`config.mk`:
```
export PLATFORM = sky130hd
export DESIGN_NAME = ecc_scrub_ctrl
export DESIGN_NICKNAME = d
export VERILOG_FILES = /design/src/rtl/ecc_scrub_ctrl.sv
export SDC_FILE = /design/constraint.sdc
export NUM_CORES = 1
export LEC_CHECK = 0
export ABC_CLOCK_PERIOD_IN_PS = 6600
export CORE_MARGIN = 2
export CORE_UTILIZATION = 45
export CTS_BUF_LIST = sky130_fd_sc_hd__clkbuf_16
export CTS_CLUSTER_SIZE = 40
export DETAILED_ROUTE_END_ITERATION = 8
export GPL_TIMING_DRIVEN = 1
export PLACE_DENSITY = 0.85
export RECOVER_POWER = 50
export SYNTH_ARGS = -nofsm -noshare
export SYNTH_HDL_FRONTEND = slang
export SYNTH_SLANG_ARGS = --single-unit
```
`constraint.sdc`:
```
create_clock -name clk_i -period 6.6 [get_ports clk_i]
set_clock_uncertainty 0.1 [all_clocks]
set_input_delay 1.32 -clock clk_i [delete_from_list [all_inputs] [get_ports clk_i]]
set_output_delay 1.32 -clock clk_i [all_outputs]
set_load 0.005 [all_outputs]
```
`src/rtl/ecc_scrub_ctrl.sv`:
```
// ecc_scrub_ctrl: sole owner of a single-port SECDED memory. Host accesses are
// encoded/decoded on the fly; idle cycles run a background scrubber that
// repairs single-bit errors in place and logs double-bit errors.
// Codeword layout: bit 0 is the overall parity bit, bits 1..N-1 are Hamming
// positions with check bits at the power-of-two positions and data bits
// filling the remaining positions in ascending order.
module ecc_scrub_ctrl #(
  parameter int  K              = 32,
  parameter int  AW             = 10,
  parameter int  SCRUB_INTERVAL = 1024,
  localparam int M = (K <= 1)   ? 2 :
                     (K <= 4)   ? 3 :
                     (K <= 11)  ? 4 :
                     (K <= 26)  ? 5 :
                     (K <= 57)  ? 6 :
                     (K <= 120) ? 7 :
                     (K <= 247) ? 8 : 9,
  localparam int N = M + K + 1
) (
  input  logic          clk_i,
  input  logic          rst_ni,
  input  logic          host_req_i,
  input  logic          host_we_i,
  input  logic [AW-1:0] host_addr_i,
  input  logic [K-1:0]  host_d_i,
  output logic          host_gnt_o,
  output logic          host_rvalid_o,
  output logic [K-1:0]  host_q_o,
  output logic          host_sberr_o,
  output logic          host_dberr_o,
  output logic          mem_req_o,
  output logic          mem_we_o,
  output logic [AW-1:0] mem_addr_o,
  output logic [N-1:0]  mem_d_o,
  input  logic [N-1:0]  mem_q_i,
  input  logic          scrub_en_i,
  input  logic          cnt_clr_i,
  output logic          scrub_busy_o,
  output logic [15:0]   sb_cnt_o,
  output logic [15:0]   db_cnt_o,
  output logic          db_err_o,
  output logic [AW-1:0] db_addr_o
);

  localparam int            TW         = (SCRUB_INTERVAL > 2) ? $clog2(SCRUB_INTERVAL) : 1;
  localparam logic [TW-1:0] TIMER_LAST = TW'(SCRUB_INTERVAL - 1);

  typedef enum logic [1:0] {IDLE, HRD, SRD, SWB} state_e;

  typedef struct packed {
    logic [K-1:0] data;
    logic         sb;
    logic         db;
  } dec_t;

  // Place data bits, then choose check bits so the syndrome of the word is 0.
  function automatic logic [N-1:0] ecc_encode(input logic [K-1:0] d);
    logic [N-1:0] cw;
    logic [M-1:0] syn;
    int           j;
    cw  = '0;
    syn = '0;
    j   = 0;
    for (int i = 1; i < N; i++) begin
      if ((i & (i - 1)) != 0) begin
        cw[i] = d[j];
        if (d[j]) syn ^= M'(i);
        j++;
      end
    end
    for (int b = 0; b < M; b++) cw[1 << b] = syn[b];
    cw[0] = ^cw;
    return cw;
  endfunction

  // Syndrome locates a single flipped bit; overall parity tells single from double.
  function automatic dec_t ecc_decode(input logic [N-1:0] cw);
    logic [N-1:0] fixed;
    logic [M-1:0] syn;
    logic         par;
    dec_t         r;
    int           j;
    syn   = '0;
    fixed = cw;
    r     = '0;
    j     = 0;
    for (int i = 1; i < N; i++) begin
      if (cw[i]) syn ^= M'(i);
    end
    par = ^cw;
    if (syn != '0) begin
      if (par && (int'(syn) < N)) begin
        fixed[syn] = ~fixed[syn];
        r.sb       = 1'b1;
      end else begin
        r.db = 1'b1;
      end
    end else if (par) begin
      r.sb = 1'b1;  // only the overall parity bit flipped; data is intact
    end
    for (int i = 1; i < N; i++) begin
      if ((i & (i - 1)) != 0) begin
        r.data[j] = fixed[i];
        j++;
      end
    end
    return r;
  endfunction

  state_e        state_q, state_d;
  dec_t          dec;
  logic [TW-1:0] timer_q;
  logic          scrub_pend_q;
  logic [AW-1:0] scrub_addr_q;
  logic [AW-1:0] wb_addr_q;
  logic [K-1:0]  wb_data_q;
  logic          rvalid_q, sberr_q, dberr_q;
  logic [K-1:0]  host_q_q;
  logic [15:0]   sb_cnt_q, db_cnt_q;
  logic          db_err_q;
  logic [AW-1:0] db_addr_q;

  assign dec = ecc_decode(mem_q_i);

  // State register.
  // NOTE: sequential state uses <= so every register samples pre-edge values.
  always_ff @(posedge clk_i) begin
    if (!rst_ni) state_q <= IDLE;
    else         state_q <= state_d;
  end

  // Next state and memory/host strobes; host wins over a pending scrub.
  // NOTE: every output gets a default first so no path can infer a latch.
  always_comb begin
    state_d    = state_q;
    host_gnt_o = 1'b0;
    mem_req_o  = 1'b0;
    mem_we_o   = 1'b0;
    mem_addr_o = host_addr_i;
    unique case (state_q)
      IDLE: begin
        if (host_req_i) begin
          host_gnt_o = 1'b1;
          mem_req_o  = 1'b1;
          mem_we_o   = host_we_i;
          if (!host_we_i) state_d = HRD;
        end else if (scrub_pend_q) begin
          mem_req_o  = 1'b1;
          mem_addr_o = scrub_addr_q;
          state_d    = SRD;
        end
      end
      HRD: state_d = IDLE;
      SRD: state_d = dec.sb ? SWB : IDLE;
      SWB: begin
        mem_req_o  = 1'b1;
        mem_we_o   = 1'b1;
        mem_addr_o = wb_addr_q;
        state_d    = IDLE;
      end
      default: state_d = IDLE;
    endcase
    // Strobes are suppressed while reset is asserted, dropping any write-back.
    if (!rst_ni) begin
      host_gnt_o = 1'b0;
      mem_req_o  = 1'b0;
      mem_we_o   = 1'b0;
    end
  end

  assign mem_d_o      = ecc_encode((state_q == SWB) ? wb_data_q : host_d_i);
  assign scrub_busy_o = (state_q == SRD) || (state_q == SWB);

  // Host read return: decoded data and flags registered for a one-cycle pulse.
  always_ff @(posedge clk_i) begin
    if (!rst_ni) begin
      rvalid_q <= 1'b0;
      host_q_q <= '0;
      sberr_q  <= 1'b0;
      dberr_q  <= 1'b0;
    end else begin
      rvalid_q <= (state_q == HRD);
      if (state_q == HRD) begin
        host_q_q <= dec.data;
        sberr_q  <= dec.sb;
        dberr_q  <= dec.db;
      end
    end
  end

  // Scrub timer; a tick arriving while a scrub completes re-arms the pending flag.
  always_ff @(posedge clk_i) begin
    if (!rst_ni) begin
      timer_q      <= '0;
      scrub_pend_q <= 1'b0;
    end else if (!scrub_en_i) begin
      timer_q      <= '0;
      scrub_pend_q <= 1'b0;
    end else begin
      if (state_q == SRD) scrub_pend_q <= 1'b0;
      if (timer_q == TIMER_LAST) begin
        timer_q      <= '0;
        scrub_pend_q <= 1'b1;
      end else begin
        timer_q <= timer_q + TW'(1);
      end
    end
  end

  // Scrub address walks the whole array and wraps naturally.
  always_ff @(posedge clk_i) begin
    if (!rst_ni)              scrub_addr_q <= '0;
    else if (state_q == SRD)  scrub_addr_q <= scrub_addr_q + AW'(1);
  end

  // Write-back buffer for the corrected word.
  // NOTE: pure datapath, deliberately not reset; it is only read in SWB, after a load.
  always_ff @(posedge clk_i) begin
    if (state_q == SRD) begin
      wb_addr_q <= scrub_addr_q;
      wb_data_q <= dec.data;
    end
  end

  // Error counters and uncorrectable-error log; clear beats increment.
  always_ff @(posedge clk_i) begin
    if (!rst_ni) begin
      sb_cnt_q  <= '0;
      db_cnt_q  <= '0;
      db_err_q  <= 1'b0;
      db_addr_q <= '0;
    end else begin
      db_err_q <= (state_q == SRD) && dec.db;
      if ((state_q == SRD) && dec.db) db_addr_q <= scrub_addr_q;
      if (cnt_clr_i) begin
        sb_cnt_q <= '0;
        db_cnt_q <= '0;
      end else begin
        if ((state_q == SRD) && dec.sb && (sb_cnt_q != 16'hFFFF)) sb_cnt_q <= sb_cnt_q + 16'd1;
        if ((state_q == SRD) && dec.db && (db_cnt_q != 16'hFFFF)) db_cnt_q <= db_cnt_q + 16'd1;
      end
    end
  end

  assign host_rvalid_o = rvalid_q;
  assign host_q_o      = host_q_q;
  assign host_sberr_o  = sberr_q;
  assign host_dberr_o  = dberr_q;
  assign sb_cnt_o      = sb_cnt_q;
  assign db_cnt_o      = db_cnt_q;
  assign db_err_o      = db_err_q;
  assign db_addr_o     = db_addr_q;

endmodule

```
## Yosys cells after proc, flatten, opt, wreduce, memory -nomap -nowiden

Cells that the tools add are included.

- Add/subtract/negate cells: 4
- Magnitude comparators: 3
- Equal/unequal tests: 8
- Mux-type cells: 103
- Bitwise operators: 71
- Reductions and logical operators: 17

Operator list:

| kind | number |
|---|---|
| $mux W5 | 31 |
| $mux W39 | 2 |
| $mux W6 | 13 |
| $not A3 Y3 | 26 |
| $reduce_xor A39 Y1 | 2 |
| $mux W4 | 15 |
| $not A2 Y2 | 21 |
| $not A4 Y4 | 10 |
| $bwmux W39 | 1 |
| $add A16 B1 Y16 const B | 2 |
| $mux W32 | 1 |
| $ne A16 B16 Y1 const B | 2 |
| $mux W3 | 7 |
| $add A10 B1 Y10 const B | 2 |
| $mux W10 | 2 |
| $pmux W10 S2 | 1 |
| $mux W1 | 18 |
| $mux W2 | 7 |
| $eq A10 B10 Y1 const B | 1 |
| $not A5 Y5 | 2 |
| $not A1 Y2 | 4 |
| $lt A6 B7 Y1 const B | 1 |
| $bmux W1 S6 | 1 |
| $demux W1 S6 | 1 |
| 17 further kinds | 33 |

- Flip-flop bits (word level): 143
- Input bits: 87
- Output and inout port bits: 131
- Logic and storage cells: 220

## Longest topological paths before layout

Gate-level depths: netlist (run 1).

- Depth in word-level cells: 77
- Gate-level depth with buffers: 12
- Mapped depth without buffers: 9

## Worst setup path after synthesis (run 1)

OpenSTA, ideal clock, no wires.

- Path type: input-to-output
- From: input port host_d_i[18]
- To: output port mem_d_o[0]
- Arrival time: 2882 ps
- Path slack: 2298 ps
- Stages on the path: 8
- Path buffers: 0
- Path through: mux2_2 > xnor2_1 > xnor2_1 > xor2_1 > xnor2_1 > xnor2_1 > xnor2_1 > xnor2_1

- Word-level cells in the longest chain between the ends: 23

Ends and longest elaborated chain:

| what | line | source |
|---|---|---|
| from (decl) | 25 | `input logic [K-1:0] host_d_i,` |
| $mux W32 (*) | 171 | `assign mem_d_o = ecc_encode((state_q == SWB) ? wb_data_q : host_d_i);` |
| $mux W5 (*) | 67 | `if (d[j]) syn ^= M'(i);` |
| $not A3 Y3 (no source line) | n/a |  |
| $mux W5 (*) | 67 |  |
| $not A3 Y3 (no source line) | n/a |  |
| $mux W5 (*) | 67 |  |
| $not A4 Y4 (no source line) | n/a |  |
| $mux W5 (*) | 67 |  |
| [... 3 more ...] | n/a |  |
| $mux W5 (*) | 67 |  |
| $not A4 Y4 (no source line) | n/a |  |
| $mux W5 (*) | 67 |  |
| $not A5 Y5 (no source line) | n/a |  |
| $mux W5 (*) | 67 |  |
| $mux W6 (*) (6 in series) | 67 |  |
| via mem_d_o[16] | 34 | `output logic [N-1:0] mem_d_o,` |
| $reduce_xor A39 Y1 (*) | 72 | `cw[0] = ^cw;` |
| to (decl) | 34 |  |

Mark *: on every way through the listed nets, which the timed path passes. The rest lies on a longest branch.

## Final worst setup path (run 1)

- From: register state_q[0]
- To: output port mem_d_o[0]

- Word-level cells in the longest chain between the ends: 52
- Elaborated cells between the ends (all ways): 66

Ends and longest elaborated chain:

| what | line | source |
|---|---|---|
| from (decl) | 110 | `state_e state_q, state_d;` |
| from (signal assigned) | 129 | `else state_q <= state_d;` |
| $eq A2 B2 Y1 (*) | 171 |  |
| $mux W32 (*) | 171 |  |
| $mux W2 | 67 |  |
| $not A1 Y2 (no source line) or $mux W3 (tied branches) | n/a |  |
| $mux W3 or $not A2 Y2 (tied branches) | n/a |  |
| $mux W3 | 67 |  |
| $not A3 Y3 (no source line) | n/a |  |
| $mux W3 | 67 |  |
| [... 35 more ...] | n/a |  |
| $mux W6 or $not A2 Y2 (tied branches) | n/a |  |
| $mux W6 | 67 |  |
| $not A3 Y3 (no source line) | n/a |  |
| $mux W6 (2 in series) | 67 |  |
| $not A3 Y3 (no source line) or $mux W6 (tied branches) | n/a |  |
| $mux W6 or $not A3 Y3 (tied branches) | n/a |  |
| $mux W6 | 67 |  |
| $reduce_xor A39 Y1 (*) | 72 |  |

Every way passes the cells marked *; elsewhere a longest branch is shown, timed or not.

==> run summary, run 1 <==
Diode count: 0
Commonest non-fill, non-tap cell in the layout: clkdlybuf4s50_1
Worst Tran Pin Value: 2800 ps
Share of flip-flops with an asynchronous set or reset: 0%
Avg Synthesized Cell Area: 9.71 µm²
Max-slew violation count: 91
Final net count: 1167
Final Critical Period: 5520 ps
CTS Buf Count: 17
Share of cells above drive strength 1: 8.11%
Worst path arrival time: 4100 ps
DRC: 0
Status: finished with violations
Critical Path RT: 5180 ps
Max frequency: 0.181 GHz
Post-DRT Antenna Nets: 0
GPL Wtd Cong: 0.915
Clock tree buffer depth: 2
Clock root cell: clkbuf_16
Core area: 18100 µm²
Sequential area share after synthesis: 39.1%
Int Power: 2.06 mW
Post-cts sizing count: 0
Pin count of the biggest net entering global routing: 51
Die X: 141 µm
Fill count: 1489
Mapped Area: 8410 µm²
Primary FF master, synth: dfxtp_1
Dpl cell area: 10700 µm²
TritonCTS Sinks: 143
H-tree level count: 4
Max-capacitance violation count: 2
Final setup fails: 0
CP Class: flop to output port
Mapped Nets: 961
Starting Density: 46.3%
Switching pwr: 1.21 mW
Clock share of power: 28.6%
Via count: 7294
CP Capture Type: output port
Avg WL per Cell: 18.4 µm
Gr usage total: 24.4%
First-pass GRT wire length: 38.3 mm
FF+latch count, synth: 143
Area Growth Syn to Fin: 34.6%
Synthesized instance count: 866
Synth unique cells: 65
FF/Latch Area: 3280 µm²
Hold-fix buffers, CTS: 0
EDFF count, synth: 42
Violated checks: capacitance limit, slew limit
Router iterations before antenna repair: 5
Worst VDD drop: 0.192 mV
Seq pwr share: 28.4%
Multi-input logic area: 4800 µm²
DP Wirelength: 18.5 mm
Top-level port count: 218
Setup TNS: 0 ps
CTS tree: yes
Buffers on Ports: 217
Final worst-path cycle share: 83.6%
Logic pwr share: 42.9%
Die area: 19800 µm²
Final wirelength: 24.2 mm
Setup Buffers After CTS: 0
Row Count: 49
CP startpoint kind: flop
Clk Latency, worst-skew pair: 410 ps
R2R Setup Slk: 2610 ps
Sw Share: 37.0%
Most frequent cells in the layout: 138 x clkdlybuf4s50_1, 122 x xnor2_1, 101 x dfxtp_1, 85 x nor2_1, 79 x dlygate4sd3_1
Max-slew headroom: -86.6%
Initial antenna violation count: 0
Initial DRC count: 553
Synth warnings: 0
RSZ-0062 raised after global routing: false
Leakage Power: 4.26 nW
Hold WC Path Type: flop to flop
Number of global-route vias before repair: 7139
Reg clk slew, reported paths: 60 ps
Design area: 11300 µm²
Grt ovf: 0
Power per cell area: 289 nW/µm²
Final Hold Fails: 0
Via density per instance: 5.55
Worst-path fanout max: 32
Die height: 141 µm
[worst max-delay path, cell delays in order (launching register included)]
cell and delay (ps):
dfxtp_1 380, ha_2 810, mux2i_1 450, xnor2_1 160, xnor2_1 440, xnor2_1 180, xnor2_1 230, xnor2_1 190
xnor2_1 170, xnor2_1 130, clkdlybuf4s50_1 510
[stage by stage]
stage	hold slack, ps	cells	util, %	setup WS, ps	power, mW
floorplan	341	866	-	2300	1.92
global placement	353	1282	59.2	1190	2.32
detailed placement	358	1282	59.2	1060	2.34
CTS	368	1314	62.4	1050	3.28
global route	410	1314	62.3	802	3.44
finish	362	1314	62.3	1080	3.28
[Yosys cell counts, types with 12 or more instances]
library cell  number  area (µm²)
a21oi_1           28         140
a31oi_1           12        75.1
and3_1            15        93.8
clkbuf_1          22        82.6
dfxtp_1          101        2020
edfxtp_1          42        1260
inv_1             39         146
mux2_2            24         270
mux2i_1           53         531
nand2_1           55         206
nand3_1           30         150
nor2_1            85         319
o21ai_0           28         140
xnor2_1          122        1070
xor2_1            42         368
[area by class of cell]
cell class	instances	area share [%]
Tap cell	229	2.53
Sequential cell	143	29.0
Clock inverter	15	1.32
Multi-Input combinational cell	647	42.5
Clock buffer	17	3.76
Inverter	39	1.29
Timing Repair Buffer	224	19.6
[registers in the layout, indices dropped and copies added, names as in the netlist]
signal         cells
host_dberr_o       1
db_addr_o         10
sb_cnt_o          16
scrub_addr_q      10
wb_addr_q         10
state_q            2
db_err_o           1
wb_data_q         32
host_q_o          32
host_sberr_o       1
scrub_pend_q       1
db_cnt_o          16
timer_q           10
host_rvalid_o      1
[worst paths after layout]
kind                      from           end  cells past startpoint
hold / removal    host_dberr_o  host_dberr_o                      2
setup / recovery    state_q[0]    mem_d_o[0]                     10
hold reg to reg   host_dberr_o  host_dberr_o                      2
setup reg to reg    state_q[0]  sb_cnt_o[11]                      7
[logic make-up after synthesis]
group                      Yosys count  synth area share [%]
DFF                                143                  39.1
muxes                               81                  10.6
adders and majority gates            9                  1.31
and+or+nand+nor                    233                  13.2
xor gates and xnor gates           175                  19.5
AOI/OAI and AO/OA                  149                  12.5
buffers and inverters               76                  3.83
[power by group through the flow]
stage	Clock (mW)	Sequential, mW	Combinational (mW)
3_3_place_gp	0	0.951	1.37
5_1_grt	0.991	0.933	1.52
3_5_place_dp	0	0.951	1.39
6_report	0.938	0.932	1.41
4_1_cts	0.953	0.932	1.40
2_1_floorplan	0	0.952	0.973
[layer usage]
| layer | part of all wire (%) | up-vias | GRT usage (%) |
|---|---|---|---|
| li1 | - | 3469 | - |
| met1 | 44 | 3510 | 32.6 |
| met2 | 47 | 284 | 40.1 |
| met3 | 6.9 | 31 | 5.43 |
| met4 | 1.8 | 0 | 6.95 |
| met5 | 0 | - | 0 |
Note: power is estimated with default switching activity, not from simulation.
==> run 2: changes to the inputs <==
- ABC_CLOCK_PERIOD_IN_PS: 6600 -> 5600
- clock period: 6.6 -> 5.6 ns (I/O delays scaled with it)
==> run summary, run 2 (synthesis results as in run 1) <==
Avg WL per Cell: 18.3 µm (was 18.4 µm)
H-tree level count: 4 (unchanged)
Clock tree buffer depth: 2 (unchanged)
Grt ovf: 0 (unchanged)
Logic pwr share: 42.7% (was 42.9%)
Max frequency: 0.201 GHz
Reg clk slew, reported paths: 60 ps (about the same)
Die area: 19800 µm² (unchanged)
Max-capacitance violation count: 1 (was 2)
Hold WC Path Type: flop to flop (unchanged)
Top-level port count: 218 (unchanged)
Clock root cell: clkbuf_16 (unchanged)
Final Hold Fails: 0 (unchanged)
Via count: 7257 (was 7294)
Die X: 141 µm (unchanged)
Placement Setup Slack: 522 ps (was 1060 ps)
WP buf/inv: 2 (was 1)
Sw Share: 35.5% (was 37.0%)
Seq pwr share: 27.5% (was 28.4%)
Via density per instance: 5.50 (was 5.55)
Most frequent cells in the layout: 138 x clkdlybuf4s50_1, 122 x xnor2_1, 101 x dfxtp_1, 85 x nor2_1, 79 x dlygate4sd3_1 (unchanged)
Final worst-path cycle share: 88.8%
Final Critical Period: 4970 ps
Buffers on Ports: 217 (unchanged)
GPL Wtd Cong: 0.916 (was 0.915)
CTS tree: yes (unchanged)
Setup TNS: 0 ps (unchanged)
Hold_sp: host_dberr_o (unchanged)
Post-cts sizing count: 0 (unchanged)
Clock share of power: 29.8% (was 28.6%)
Final wirelength: 24.2 mm (about the same)
Violated checks: capacitance limit, slew limit (unchanged)
Die height: 141 µm (unchanged)
Worst path arrival time: 3750 ps (was 4100 ps)
RSZ-0062 raised after global routing: false (unchanged)
DRC: 0 (unchanged)
Area Growth Syn to Fin: 35.8% (was 34.6%)
Worst-path fanout max: 32 (unchanged)
Status: finished with violations (unchanged)
Critical Path RT: 4380 ps (was 5180 ps)
CP Class: flop to output port (unchanged)
Dpl cells: 1288 (was 1282)
Max-slew violation count: 51 (was 91)
Setup WS post-layout: 626 ps (was 1080 ps)
Diode count: 0 (unchanged)
Final net count: 1173 (was 1167)
Clk Latency, worst-skew pair: 420 ps (was 410 ps)
CTS Buf Count: 17 (unchanged)
Fill count: 1504 (was 1489)
Max-slew headroom: -81.4% (was -86.6%)
Non-filler cells, final: 1320 (was 1314)
Starting Density: 46.3% (unchanged)
Post-DRT Antenna Nets: 0 (unchanged)
Worst VDD drop: 0.237 mV (was 0.192 mV)
Share of cells above drive strength 1: 8.52% (was 8.11%)
Number of global-route vias before repair: 6766 (was 7139)
Int Power: 2.57 mW (was 2.06 mW)
Hold-fix buffers, CTS: 0 (unchanged)
Worst path slowest cell: clkdlybuf4s50_1 (was ha_2)
Overall power: 3.99 mW (was 3.28 mW)
DP Wirelength: 18.3 mm (was 18.5 mm)
Core area: 18100 µm² (unchanged)
Final setup fails: 0 (unchanged)
Setup Buffers After CTS: 0 (unchanged)
CP startpoint kind: flop (unchanged)
Pin count of the biggest net entering global routing: 51 (unchanged)
Critical path, cell by cell: ha_2, buf_4, mux2_1, xnor2_1, xnor2_1, xnor2_1, xnor2_1, xnor2_1, xnor2_1, xnor2_1, clkdlybuf4s50_1 (was ha_2, mux2i_1, xnor2_1, xnor2_1, xnor2_1, xnor2_1, xnor2_1, xnor2_1, xnor2_1, clkdlybuf4s50_1)
Post-layout util: 62.9% (was 62.3%)
Reg2Reg Launch Point: state_q[0] (unchanged)
Initial DRC count: 481 (was 553)
R2R Setup Slk: 1670 ps (was 2610 ps)
Switching pwr: 1.42 mW (was 1.21 mW)
Gr usage total: 24.1% (was 24.4%)
Leakage Power: 4.32 nW (was 4.26 nW)
Cell family with most CP delay: XOR/XNOR gates (unchanged)
Router iterations before antenna repair: 5 (unchanged)
Crit path top cell by count: xnor2_1 (unchanged)
TritonCTS Sinks: 143 (unchanged)
Commonest non-fill, non-tap cell in the layout: clkdlybuf4s50_1 (unchanged)
Worst Tran Pin Value: 2720 ps (was 2800 ps)
CP Capture Type: output port (unchanged)
Initial antenna violation count: 0 (unchanged)
Row Count: 49 (unchanged)
First-pass GRT wire length: 37.3 mm (was 38.3 mm)
Slowest Stage Delay on Critical Path: 520 ps (was 810 ps)
Critical path origin: state_q[0] (unchanged)
Power per cell area: 350 nW/µm² (was 289 nW/µm²)
## run 2: cell types whose count changed in the layout (fill, tap and decap cells not counted)
cell        change
clkinvlp_4      -3
bufinv_16       +2
inv_6           -2
clkinv_1        +2
inv_8           -1
clkinv_4        +2
clkinv_2        -1
ha_2            +1
ha_1            -1
clkbuf_16       +1
buf_4           +6
## run 2: power by group through the flow
stage               Clock, mW  Sequential [mW]  Combinational [mW]
floorplan                   0             1.12                1.15
global placement            0             1.12                1.68
detailed placement          0             1.12                1.69
CTS                      1.21             1.10                1.70
global route             1.26             1.10                1.83
finish                   1.19             1.10                1.70
## run 2: final cells by class
| class | count | area, µm² | area share (%) |
|---|---|---|---|
| clock buffers | 18 | 450 | 3.95 |
| clock inverters | 14 | 178 | 1.56 |
| inverters | 39 | 146 | 1.28 |
| multi-input cells | 647 | 4810 | 42.1 |
| flip-flops and latches | 143 | 3280 | 28.8 |
| well taps | 229 | 287 | 2.51 |
| repair buffers | 230 | 2270 | 19.8 |
## run 2: metrics by stage
step | instance area (µm²) | hold WS (ps)
final | 11400 | 363
after global routing | 11400 | 390
after CTS | 11400 | 371
after detailed placement | 10800 | 361
after global placement | 10800 | 358
after floorplan | 8410 | 341
## run 2: path summary, 6_finish.rpt
check	to	cells after the start
setup / recovery	mem_d_o[0]	11
hold / removal	host_dberr_o	2
setup reg to reg	sb_cnt_o[9]	7
hold reg to reg	host_dberr_o	2
## run 2: worst register-to-register path, cell delays in order (launching register included)
cell and delay (ps):
dfxtp_1 340, inv_1 90, ha_1 170, clkbuf_1 1930, o21a_1 450, o2111ai_2 260
or3_1 370, a21oi_1 140
## run 2: routing by layer
| layer | GRT usage [%] | wire length [µm] | up-vias |
|---|---|---|---|
| met5 | 0 | 0 | - |
| met3 | 5.40 | 1870 | 34 |
| li1 | - | - | 3471 |
| met1 | 32.2 | 10500 | 3451 |
| met2 | 39.2 | 11300 | 301 |
| met4 | 7.05 | 498 | 0 |
==> run 3: changes to the inputs <==
- GPL_TIMING_DRIVEN: 1 -> 0
==> run summary, run 3 (synthesis results as in run 1) <==
Status: finished with violations (unchanged)
Violated checks: capacitance limit, slew limit (unchanged)
First-pass GRT wire length: 39.0 mm (was 37.3 mm)
Gr usage total: 25.0% (was 24.1%)
Post-layout util: 63.2% (was 62.9%)
H-tree level count: 4 (unchanged)
Fill count: 1494 (was 1504)
Row Count: 49 (unchanged)
DP Wirelength: 19.5 mm (was 18.3 mm)
Initial DRC count: 525 (was 481)
Final Critical Period: 5190 ps (was 4970 ps)
CP Class: flop to output port (unchanged)
Critical Path RT: 4380 ps (about the same)
Diode count: 0 (unchanged)
Setup TNS: 0 ps (unchanged)
Grt ovf: 0 (unchanged)
Power per cell area: 343 nW/µm² (was 350 nW/µm²)
Reg clk slew, reported paths: 60 ps (about the same)
FF-to-FF path depth: 8 (was 7)
Dpl cells: 1313 (was 1288)
Final hold slack: 390 ps (was 363 ps)
Via count: 7385 (was 7257)
CP startpoint kind: flop (unchanged)
Worst path slowest cell: clkdlybuf4s50_1 (unchanged)
Most frequent cells in the layout: 133 x clkdlybuf4s50_1, 122 x xnor2_1, 101 x dfxtp_1, 85 x nor2_1, 84 x dlygate4sd3_1 (was 138 x clkdlybuf4s50_1, 122 x xnor2_1, 101 x dfxtp_1, 85 x nor2_1, 79 x dlygate4sd3_1)
Starting Density: 46.3% (unchanged)
Critical path, cell by cell: ha_1, buf_2, buf_2, clkbuf_2, mux2_2, xnor2_1, xnor2_1, xnor2_1, xnor2_1, xnor2_1, xnor2_1, clkdlybuf4s50_1 (was ha_2, buf_4, mux2_1, xnor2_1, xnor2_1, xnor2_1, xnor2_1, xnor2_1, xnor2_1, xnor2_1, clkdlybuf4s50_1)
Final setup fails: 0 (unchanged)
TritonCTS Sinks: 143 (unchanged)
Clock tree buffer depth: 2 (unchanged)
Area Growth Syn to Fin: 36.5% (was 35.8%)
GPL Wtd Cong: 0.901 (was 0.916)
Avg WL per Cell: 18.7 µm (was 18.3 µm)
Final Hold Fails: 0 (unchanged)
Number of global-route vias before repair: 7094 (was 6766)
Worst-path fanout max: 10 (was 32)
RSZ-0062 raised after global routing: false (unchanged)
Worst VDD drop: 0.232 mV (was 0.237 mV)
Router iterations before antenna repair: 4 (was 5)
CTS Buf Count: 17 (unchanged)
Clock root cell: clkbuf_16 (unchanged)
Crit. path cell count: 12 (was 11)
Worst path arrival time: 3970 ps (was 3750 ps)
CTS tree: yes (unchanged)
Hold WC Path Type: flop to flop (unchanged)
FF/Latch Area: 3280 µm² (unchanged)
CP Capture Type: output port (unchanged)
Multi-input logic area: 4800 µm² (was 4810 µm²)
Worst hold path depth: 2 (unchanged)
Cell family with most CP delay: buffers and inverters (was XOR/XNOR gates)
WP buf/inv: 4 (was 2)
Die X: 141 µm (unchanged)
Worst Tran Pin Value: 1700 ps (was 2720 ps)
Non-filler cells, final: 1345 (was 1320)
Post-DRT Antenna Nets: 0 (unchanged)
Crit path top cell by count: xnor2_1 (unchanged)
Max-slew violation count: 33 (was 51)
Pin count of the biggest net entering global routing: 33 (was 51)
Core area: 18100 µm² (unchanged)
Leakage Power: 4.35 nW (was 4.32 nW)
Share of cells above drive strength 1: 8.96% (was 8.52%)
Final worst-path cycle share: 92.6% (was 88.8%)
Max-capacitance violation count: 1 (unchanged)
Die height: 141 µm (unchanged)
Buffers on Ports: 217 (unchanged)
Final wirelength: 25.2 mm (was 24.2 mm)
Commonest non-fill, non-tap cell in the layout: clkdlybuf4s50_1 (unchanged)
Slowest Stage Delay on Critical Path: 520 ps (about the same)
Top-level port count: 218 (unchanged)
Die area: 19800 µm² (unchanged)
Max frequency: 0.193 GHz (was 0.201 GHz)
Max-slew headroom: -13.2% (was -81.4%)
Initial antenna violation count: 0 (unchanged)
Via density per instance: 5.49 (was 5.50)
Clk Latency, worst-skew pair: 420 ps (about the same)
Final net count: 1198 (was 1173)
Setup Buffers After CTS: 0 (unchanged)
DRC: 0 (unchanged)
run 3: cell types whose count changed in the layout (fill, tap and decap cells not counted), sizes merged:
cell           change
dlygate4sd3        +5
clkdlybuf4s50      -5
buf                +3
bufinv             -2
clkinvlp           +2
clkbuf            +22
run 3: area by class of cell:
class,count,share of cell area (%)
flip-flops and latches,143,28.6
plain buffers,37,1.54
multi-input cells,647,41.9
clock inverters,14,1.32
clock buffers,18,3.93
repair buffers,218,19.0
inverters,39,1.28
well taps,229,2.50
run 3: worst paths after layout:
check	from	slack [ps]	endpoint
worst min register to register	host_sberr_o	390	host_sberr_o
worst min-delay path	host_sberr_o	390	host_sberr_o
worst max-delay path	state_q[0]	410	mem_d_o[0]
worst max register to register	state_q[0]	2510	db_cnt_o[10]
run 3: per-layer routing:
metal	wire length (µm)	GRT usage, %
met4	433	6.05
met1	11000	32.7
met2	12100	42.7
met5	0	0
met3	1690	4.86
run 3: timing repair:
item,CTS,global route
setup endpoints to repair,0,1
hold buffers,0,0
gates resized for setup,0,2
run 3: metrics by stage:
step	instance area (µm²)	setup WS (ps)	power (mW)
after floorplan	8410	1630	2.27
after global placement	10900	522	2.78
after detailed placement	10900	489	2.81
after CTS	11500	99.7	3.94
after global routing	11500	133	4.12
final	11500	414	3.94
run 3: tightest hold or removal path, cell delays in order, from the launching register on:
cell      delay (ps)
dfxtp_1          310
nor2_1            90
a211oi_1          50
run 3: report_power, final:
part           switching (mW)  leakage [nW]  internal, mW
clock                   0.479         0.287         0.655
sequential             0.0130          1.20          1.09
combinational           0.961          2.86         0.743
total                    1.45          4.35          2.49
